File: src/rtl/layer_sequencer.sv
// layer_sequencer: launches a chain of conv stages one after another for each
// frame, hands the BRAM enable to the stage that owns it, and inserts settle
// gaps between stages so BRAM writes can flush before the next stage starts.
// Optional feature macro: SEQ_WATCHDOG_EN adds a per-stage watchdog that moves
// the sequencer to an ERROR state when a stage never reports done.
// All outputs come straight from flops. The next-state logic also computes
// next-cycle output values, and these are registered on the same edge as the
// state.
module layer_sequencer #(
  parameter int NUM_STAGES     = 3,
  parameter int SETTLE_CYCLES  = 2,
  parameter int TIMEOUT_CYCLES = 65536,
  parameter int CNT_W          = 8
) (
  input  logic                  clk,
  input  logic                  rst_n,
  input  logic                  run,
  input  logic                  abort,
  input  logic [NUM_STAGES-1:0] stage_done,
  output logic [NUM_STAGES-1:0] stage_start,
  output logic [NUM_STAGES-1:0] stage_ena,
  output logic [2:0]            cur_stage,
  output logic                  busy,
  output logic                  done,
  output logic                  error,
  output logic [2:0]            err_stage,
  output logic [CNT_W-1:0]      frame_count
);

  typedef enum logic [2:0] {
    IDLE   = 3'd0,
    LAUNCH = 3'd1,
    WAIT   = 3'd2,
    GAP    = 3'd3,
    FINISH = 3'd4,
    ERROR  = 3'd5
  } state_t;

  localparam logic [2:0]            LAST_STAGE = 3'(NUM_STAGES - 1);
  localparam int                    GAP_W      = (SETTLE_CYCLES > 1) ? $clog2(SETTLE_CYCLES) : 1;
  localparam logic [GAP_W-1:0]      GAP_LAST   = GAP_W'((SETTLE_CYCLES > 0) ? SETTLE_CYCLES - 1 : 0);
  localparam logic [NUM_STAGES-1:0] STAGE_ONE  = NUM_STAGES'(1);

  state_t                  state, state_next;
  logic [2:0]              cur_next;
  logic [GAP_W-1:0]        gap_cnt, gap_next;
  logic [NUM_STAGES-1:0]   start_next;
  logic [NUM_STAGES-1:0]   ena_next;
  logic                    busy_next;
  logic                    done_next;
  logic [CNT_W-1:0]        count_next;
  logic [NUM_STAGES-1:0]   stage_sel;
  logic                    active_done;

`ifdef SEQ_WATCHDOG_EN
  localparam int             WD_W    = $clog2(TIMEOUT_CYCLES + 1);
  localparam logic [WD_W-1:0] WD_LAST = WD_W'(TIMEOUT_CYCLES - 1);

  logic [WD_W-1:0] wd_cnt, wd_next;
  logic            error_next;
  logic [2:0]      err_stage_next;
`endif

  // Only the done bit of the active stage matters; other stages' bits are masked.
  genvar gi;
  generate
    for (gi = 0; gi < NUM_STAGES; gi++) begin : g_sel
      assign stage_sel[gi] = (cur_stage == 3'(gi));
    end
  endgenerate

  assign active_done = |(stage_done & stage_sel);

`ifndef SEQ_WATCHDOG_EN
  assign error     = 1'b0;
  assign err_stage = 3'd0;
`endif

  // Next-state logic plus next-cycle values of the registered outputs.
  always_comb begin
    state_next = state;
    cur_next   = cur_stage;
    gap_next   = gap_cnt;
    count_next = frame_count;
    start_next = '0;
    ena_next   = '0;
    busy_next  = 1'b0;
    done_next  = 1'b0;
`ifdef SEQ_WATCHDOG_EN
    wd_next        = wd_cnt;
    error_next     = error;
    err_stage_next = err_stage;
`endif

    if (abort && (state != IDLE)) begin
      // Abort beats any stage_done in the same cycle and leaves error as is.
      state_next = IDLE;
    end else begin
      case (state)
        IDLE: begin
          if (run) begin
            cur_next   = 3'd0;
            state_next = LAUNCH;
`ifdef SEQ_WATCHDOG_EN
            error_next = 1'b0;
`endif
          end
        end

        LAUNCH: begin
          state_next = WAIT;
`ifdef SEQ_WATCHDOG_EN
          wd_next    = '0;
`endif
        end

        WAIT: begin
          if (active_done) begin
            if (cur_stage == LAST_STAGE) begin
              state_next = FINISH;
            end else if (SETTLE_CYCLES == 0) begin
              cur_next   = cur_stage + 3'd1;
              state_next = LAUNCH;
            end else begin
              gap_next   = '0;
              state_next = GAP;
            end
          end
`ifdef SEQ_WATCHDOG_EN
          else if (wd_cnt == WD_LAST) begin
            state_next     = ERROR;
            error_next     = 1'b1;
            err_stage_next = cur_stage;
          end else begin
            wd_next = wd_cnt + WD_W'(1);
          end
`endif
        end

        GAP: begin
          if (gap_cnt == GAP_LAST) begin
            cur_next   = cur_stage + 3'd1;
            state_next = LAUNCH;
          end else begin
            gap_next = gap_cnt + GAP_W'(1);
          end
        end

        FINISH: begin
          state_next = IDLE;
        end

        ERROR: begin
          if (run) begin
            cur_next   = 3'd0;
            state_next = LAUNCH;
`ifdef SEQ_WATCHDOG_EN
            error_next = 1'b0;
`endif
          end
        end

        default: begin
          state_next = IDLE;
        end
      endcase
    end

    // Output values for the state being entered.
    case (state_next)
      LAUNCH: begin
        start_next = STAGE_ONE << cur_next;
        ena_next   = STAGE_ONE << cur_next;
        busy_next  = 1'b1;
      end
      WAIT: begin
        ena_next  = STAGE_ONE << cur_next;
        busy_next = 1'b1;
      end
      GAP: begin
        // Finishing stage keeps the BRAM while its writes drain.
        ena_next  = STAGE_ONE << cur_stage;
        busy_next = 1'b1;
      end
      FINISH: begin
        done_next  = 1'b1;
        busy_next  = 1'b1;
        count_next = frame_count + CNT_W'(1);
      end
      default: begin
        start_next = '0;
      end
    endcase
  end

  // State and registered outputs, cleared asynchronously on rst_n low.
  always_ff @(posedge clk or negedge rst_n) begin
    if (!rst_n) begin
      state       <= IDLE;
      cur_stage   <= 3'd0;
      gap_cnt     <= '0;
      stage_start <= '0;
      stage_ena   <= '0;
      busy        <= 1'b0;
      done        <= 1'b0;
      frame_count <= '0;
    end else begin
      state       <= state_next;
      cur_stage   <= cur_next;
      gap_cnt     <= gap_next;
      stage_start <= start_next;
      stage_ena   <= ena_next;
      busy        <= busy_next;
      done        <= done_next;
      frame_count <= count_next;
    end
  end

`ifdef SEQ_WATCHDOG_EN
  // Watchdog counter and sticky error status.
  always_ff @(posedge clk or negedge rst_n) begin
    if (!rst_n) begin
      wd_cnt    <= '0;
      error     <= 1'b0;
      err_stage <= 3'd0;
    end else begin
      wd_cnt    <= wd_next;
      error     <= error_next;
      err_stage <= err_stage_next;
    end
  end
`endif

endmodule

File: config.mk
export PLATFORM = sky130hd
export DESIGN_NAME = layer_sequencer
export DESIGN_NICKNAME = d
export VERILOG_FILES = /design/src/rtl/layer_sequencer.sv
export SDC_FILE = /design/constraint.sdc
export NUM_CORES = 1
export LEC_CHECK = 0
export BUFFER_PORTS_ARGS = -buffer_cell sky130_fd_sc_hd__buf_4
export CORE_ASPECT_RATIO = 0.75
export CORE_MARGIN = 5
export CORE_UTILIZATION = 47
export DETAILED_ROUTE_END_ITERATION = 7
export MAX_ROUTING_LAYER = met4
export PLACE_DENSITY = 0.84
export SYNTH_ARGS = -nofsm -noshare
export SYNTH_HDL_FRONTEND = slang
export SYNTH_SLANG_ARGS = --single-unit
File: constraint.sdc
create_clock -name clk -period 2.05 [get_ports clk]
set_clock_uncertainty 0.1 [all_clocks]
set_input_delay 0.3075 -clock clk [delete_from_list [all_inputs] [get_ports clk]]
set_output_delay 0.3075 -clock clk [all_outputs]
set_load 0.05 [all_outputs]
==> results of run 1 <==
[kinds of logic after synthesis]
kind of cell / synth area share
compound gates: 0.121
xor+xnor: 0.0652
fa+ha+maj: 0.0517
buf+inv: 0.0589
flops: 0.476
mux: 0.0176
other cells: 0.00310
simple gates: 0.207
[per-stage QoR]
stage                     power, mW  area, µm²   util  setup TNS, ns  hold WS [ns]
final                          1.65       1800  0.756         -0.788         0.149
after global routing           1.72       1800  0.756          -1.57         0.156
after CTS                      1.56       1720  0.720         -0.300         0.151
after detailed placement       1.27       1600  0.672          -1.34         0.119
after global placement         1.25       1600  0.672         -0.568         0.115
after floorplan                1.04       1280      -         -0.917       -0.0881
[sequential cells by signal (all words and copies together), names as in the netlist]
register,cells
busy,1
frame_count,8
state,3
cur_stage,3
stage_start,3
done,1
gap_cnt,1
stage_ena,3
[area by class of cell]
type | instances | area, µm² | area share
Timing Repair Buffer | 51 | 397 | 0.220
Tap cell | 34 | 42.5 | 0.0236
Multi-Input combinational cell | 85 | 727 | 0.403
Clock buffer | 3 | 22.5 | 0.0125
Clock inverter | 1 | 5.00 | 0.00278
Inverter | 6 | 27.5 | 0.0153
Sequential cell | 23 | 581 | 0.322
[Yosys cell counts, drive strengths merged]
cell    count
dfrtp      23
nor2b       2
nor2        8
and3        3
nand3       8
o21ai       3
nand2       7
inv         6
a211oi      1
nand4       3
xor2        2
and2        2
a21boi      1
nand2b      2
mux2        1
o221a       1
o221ai      1
nand3b      2
clkbuf      2
o31ai       2
nor3        2
o22ai       1
conb        1
a22oi       1
nor4        2
or2         1
buf         5
a32o        3
mux2i       1
a21oi       5
ha          5
or4         1
a221o       1
nand4b      1
xnor2       7
or2b        1
[how the worst max path moves through the flow]
stage / start / to / cells past startpoint
final: cur_stage[0] / frame_count[1] / 7
after global routing: cur_stage[0] / stage_ena[2] / 7
after CTS: cur_stage[0] / stage_ena[2] / 7
after detailed placement: cur_stage[0] / frame_count[1] / 7
after global placement: cur_stage[0] / frame_count[1] / 7
after floorplan: cur_stage[0] / frame_count[1] / 8
[per-layer routing]
| layer | track usage | vias up | share of wire |
|---|---|---|---|
| met5 | - | - | 0 |
| met4 | 0.0231 | 0 | 0.024 |
| met3 | 0.0438 | 10 | 0.071 |
| met2 | 0.306 | 51 | 0.49 |
| met1 | 0.267 | 523 | 0.42 |
| li1 | - | 514 | - |
[worst reg2reg max path, cell delays in order, from the launching register on]
cell     delay [ns]
dfrtp_4        0.54
inv_4          0.10
ha_4           0.16
a22oi_2        0.06
or4_4          0.43
o221a_4        0.31
nand2_4        0.07
mux2_4         0.30
[power breakdown]
group | total, mW | internal [mW] | switching, mW
combinational | 0.849 | 0.356 | 0.493
clock | 0.212 | 0.0731 | 0.139
sequential | 0.586 | 0.521 | 0.0647
[repair_timing]
action                                 4_1_cts  5_1_grt
pin swaps                                    3        2
setup endpoints to repair                   14       15
endpoints found under the hold margin       23        0
setup buffers                                4        2
hold buffers                                 1        0
resized for setup                           12       13
==> impl_results.md, run 1 <==
* Status: finished with violations
* Failing checks: negative setup slack
* Gpl congestion at 0.918
* Worst r2r path cells at 7
* CTS clk-pin slew, worst paths at 0.13 ns
* Hold depth at 3
* Max-Cap Viols at 0
* Maximum root-to-sink buffer count at 2
* DP HPWL at 2.32 mm
* Via density at 5.41
* Initial Utilization at 0.508
* Die Footprint at 3700 µm²
* First-pass GRT wire length at 5.20 mm
* Routed via count at 1098
* Nets@finish at 182
* Post-route ant nets at 0
* Die height at 53.9 µm
* Tightest Pin Transition at 0.497 ns
* Die Wd at 68.6 µm
* Residual DRC count at 0
* Largest net degree at the start of global routing at 24
* Root buffer cell: clkbuf_4
* Worst EP required at 2.16 ns
* GRT Resource Usage Total at 0.195
* Vias in the first global route at 1103
* Slew HR at 0.667
* Remaining global-route overflow at 0
* Post-synthesis register bit count at 23
* Critical path fanouts, max at 4
* Initial DRC Count at 74
* Post-synthesis cell area at 1210 µm²
* Number of fill cells at 166
* Worst Hold Launch: abort
* Warnings from Yosys at 0
* H-tree levels at 1
* Leakage power at 0.886 nW
* Top cells by area, synth: dfrtp_1 48%, ha_1 5.2%, xnor2_1 5.1%, nand3_1 3.3%, buf_4 2.5%
* Worst-skew pair later-pin latency at 0.32 ns
* Mean Syn Cell Area at 10.3 µm²
* Hold Fails Final Rpt at 0
* Final WS setup at -0.124 ns
* Unique masters post-synth at 41
* Diode count at 0
* PwrDens at 914 nW/µm²
* Fraction of layout cells with a size suffix above 1 at 0.503
* CP startpoint kind: flop
* End of the worst register-to-register path: frame_count[1]
* Core area at 2380 µm²
* CTS Sinks at 23
* Worst reg2reg setup slack at -0.12 ns
* I/O pin total at 30
* FP Rows at 15
* Post-synthesis cell count at 118
* Crit path max-delay cell type: dfrtp_4
* Hold endpoint: gap_cnt
* Buf/Inv on CP at 1
* CP max stage delay at 0.54 ns
* CTS tree: done
* Fmax achieved at 460 MHz
* DR WL/cell at 17.5 µm
* Hold Crit Class: primary input to flop
* CP delay by family, top: flip-flops
* CTS Buf Count at 3
* Worst EP arrival at 2.29 ns
* Final critical-path share of the clock period at 1.06
* Fin. max-slew vios at 0
* Min Tclk post-route at 2.17 ns
* CP endpoint kind: flop
* Port Buffer Count at 25
* Post-Place Setup Slack at -0.185 ns
* CP Cell Sequence: inv_4, ha_4, a22oi_2, or4_4, o221a_4, nand2_4, mux2_4
* Top cell type's share of synthesized area at 0.476
* Worst IR Drop VDD at 0.755 mV
* RSZ-0062 raised after global routing: true
* Drt pass-1 iters at 4
* Cells after DPL at 192
* Dominant cell type by area after synthesis: dfrtp_1
* Commonest non-fill, non-tap cells in the layout: 47 x buf_4, 21 x dfrtp_1, 8 x nor2_1, 6 x nand2_1, 5 x xnor2_1
* Most common cell after layout, fill and taps aside: buf_4
* Crit Path Category: flop to flop
* Reg2Reg Launch Point: cur_stage[0]
* Routed WL at 3.55 mm
* Fin cells at 203
* Layout area overhead at 48.9%
* Final setup viols at 13
* Antenna violations before repair at 0
* Register area share after synthesis at 0.476
Power figures use the tool's default switching activity.
==> inputs of run 2 (changes only) <==
--- a/config.mk
+++ b/config.mk
@@ -8,10 +8,10 @@
 export BUFFER_PORTS_ARGS = -buffer_cell sky130_fd_sc_hd__buf_4
 export CORE_ASPECT_RATIO = 0.75
 export CORE_MARGIN = 5
-export CORE_UTILIZATION = 47
+export CORE_UTILIZATION = 50
 export DETAILED_ROUTE_END_ITERATION = 7
 export MAX_ROUTING_LAYER = met4
-export PLACE_DENSITY = 0.84
+export PLACE_DENSITY = 0.85
 export SYNTH_ARGS = -nofsm -noshare
 export SYNTH_HDL_FRONTEND = slang
 export SYNTH_SLANG_ARGS = --single-unit
==> constraint.sdc (replaced) <==
create_clock -name clk -period 2.8 [get_ports clk]
set_clock_uncertainty 0.1 [all_clocks]
set_input_delay 0.42 -clock clk [delete_from_list [all_inputs] [get_ports clk]]
set_output_delay 0.42 -clock clk [all_outputs]
set_load 0.05 [all_outputs]
==> impl_results.md, run 2 (synthesized netlist as in run 1, its figures left out) <==
* Final setup viols at 0 (-13)
* Residual DRC count at 0 (unchanged)
* CTS tree: done
* Largest net degree at the start of global routing at 24 (unchanged)
* Die height at 52.6 µm (-2.5%)
* Max-Cap Viols at 0 (unchanged)
* Flop pwr share at 0.438 (+0.082)
* Via density at 5.46 (+0.96%)
* Fmax achieved at 409 MHz (-11%)
* Die Wd at 66.8 µm (-2.6%)
* CTS Sinks at 23 (unchanged)
* Remaining global-route overflow at 0 (unchanged)
* First-pass GRT wire length at 4.42 mm (-15%)
* Post-CTS Setup Bufs at 0 (-4)
* Number of flip-flops in the largest register at 8 (unchanged)
* CTS Buf Count at 3 (unchanged)
* Tightest Pin Transition at 0.726 ns (+0.228 ns)
* Logic pwr share at 0.402 (-0.113)
* Routed via count at 972 (-11%)
* Crit Path Category: flop to flop
* Initial DRC Count at 53 (-28%)
* Core area at 2310 µm² (-3.1%)
* CTS clk-pin slew, worst paths at 0.13 ns (about the same)
* DP HPWL at 1.94 mm (-16%)
* Clock share of power at 0.160 (+0.031)
* Post-route ant nets at 0 (unchanged)
* Die Footprint at 3510 µm² (-5.0%)
* Hold Fails Final Rpt at 0 (unchanged)
* Fin. max-slew vios at 0 (unchanged)
* Hold depth at 3 (unchanged)
* Hold Crit Class: primary input to flop
* Switching Fraction at 0.427 (+0.00359)
* Worst IR Drop VDD at 0.509 mV (-33%)
* Fraction of layout cells with a size suffix above 1 at 0.257 (-0.246)
* Root buffer cell: clkbuf_4
* Gpl congestion at 0.934 (+1.7%)
* Drt pass-1 iters at 4 (unchanged)
* Port Buffer Count at 25 (unchanged)
* Leakage power at 0.713 nW (-19%)
* FP Rows at 15 (unchanged)
* I/O pin total at 30 (unchanged)
* Final critical-path share of the clock period at 0.872 (-0.188)
* Largest Register: frame_count
* DR WL/cell at 14.9 µm (-15%)
* CP endpoint kind: flop
* Worst EP arrival at 2.56 ns (+0.27 ns)
* Fin Setup TNS at 0 ns (+0.788 ns)
* Slew HR at 0.516 (-0.151)
* Worst EP required at 2.92 ns (+0.76 ns)
* Status: finished, final reports clean
* H-tree levels at 1 (unchanged)
* Commonest non-fill, non-tap cells in the layout: 25 x buf_4, 23 x dfrtp_1, 8 x nor2_1, 8 x nand3_1, 7 x xnor2_1
* Fin Hold WS at 0.254 ns (+0.105 ns)
* Diode count at 0 (unchanged)
* Layout area overhead at 19.2%
* Most common cell after layout, fill and taps aside: buf_4
* NetSw at 423 µW (-39%)
* Nets@finish at 157 (-14%)
* Antenna violations before repair at 0 (unchanged)
* GRT Resource Usage Total at 0.172 (-0.0236)
* CP startpoint kind: flop
* Critical path fanouts, max at 8 (+4)
* Initial Utilization at 0.524 (+0.0165)
* Number of fill cells at 189 (+14%)
* Routed WL at 2.65 mm (-25%)
* Worst-skew pair later-pin latency at 0.32 ns (about the same)
* Maximum root-to-sink buffer count at 2 (unchanged)
* Min Tclk post-route at 2.44 ns (+0.268 ns)
* Internal power at 569 µW (-40%)
* Worst r2r path cells at 7 (unchanged)
* # resized after CTS at 0 (-12)
* Vias in the first global route at 934 (-15%)
* PwrDens at 687 nW/µm² (-25%)
* RSZ-0062 raised after global routing: false
run 2: routing by layer:
metal,track usage,routed length [µm],up-vias
met4,0.0676,69,0
met3,0.0386,205,6
met5,-,0,-
met1,0.228,1170,455
met2,0.255,1200,52
li1,-,-,459
run 2: final timing paths:
check,from,endpoint,slack (ns)
max,cur_stage[0],frame_count[1],0.36
min,abort,gap_cnt,0.25
max reg2reg,cur_stage[0],frame_count[1],0.36
min reg2reg,frame_count[7],frame_count[7],0.39
max in group asynchronous,rst_n,gap_cnt,1.95
min in group asynchronous,rst_n,cur_stage[1],0.43
run 2: layout make-up:
type                       instances  area, µm²  area share
clock buffer                       3       22.5      0.0156
tap                               34       42.5      0.0295
clock inverter                     1       7.51     0.00520
inverter                           6       22.5      0.0156
multi-input combinational         85        574       0.398
timing repair buffer              26        198       0.137
sequential                        23        576       0.399
run 2: timing repair:
| action | CTS | global route |
|---|---|---|
| endpoints found under the setup margin | 0 | 0 |
| endpoints found under the hold margin | 23 | 0 |
| hold buffers | 1 | 0 |
run 2: power groups by stage:
stage | Sequential, mW | Clock (mW) | Combinational [mW]
2_1_floorplan | 0.524 | 0 | 0.219
3_3_place_gp | 0.436 | 0 | 0.388
3_5_place_dp | 0.440 | 0 | 0.395
4_1_cts | 0.433 | 0.165 | 0.397
5_1_grt | 0.443 | 0.180 | 0.425
6_report | 0.435 | 0.158 | 0.399
run 2: through the flow:
step	total power [mW]	setup slack (ns)	cell area [µm²]	instances	util
after floorplan	0.742	0.210	1220	121	-
after global placement	0.824	0.503	1400	173	0.608
after detailed placement	0.835	0.390	1400	173	0.608
after CTS	0.996	0.367	1440	178	0.625
after global routing	1.05	0.158	1440	178	0.625
final	0.992	0.358	1440	178	0.625
run 2: critical path, stage by stage, from the launching register on:
cell,delay [ns]
dfrtp_1,0.48
inv_1,0.14
ha_1,0.21
nor2b_1,0.21
nand4_1,0.13
a21oi_1,0.59
nand2_2,0.18
mux2_2,0.30
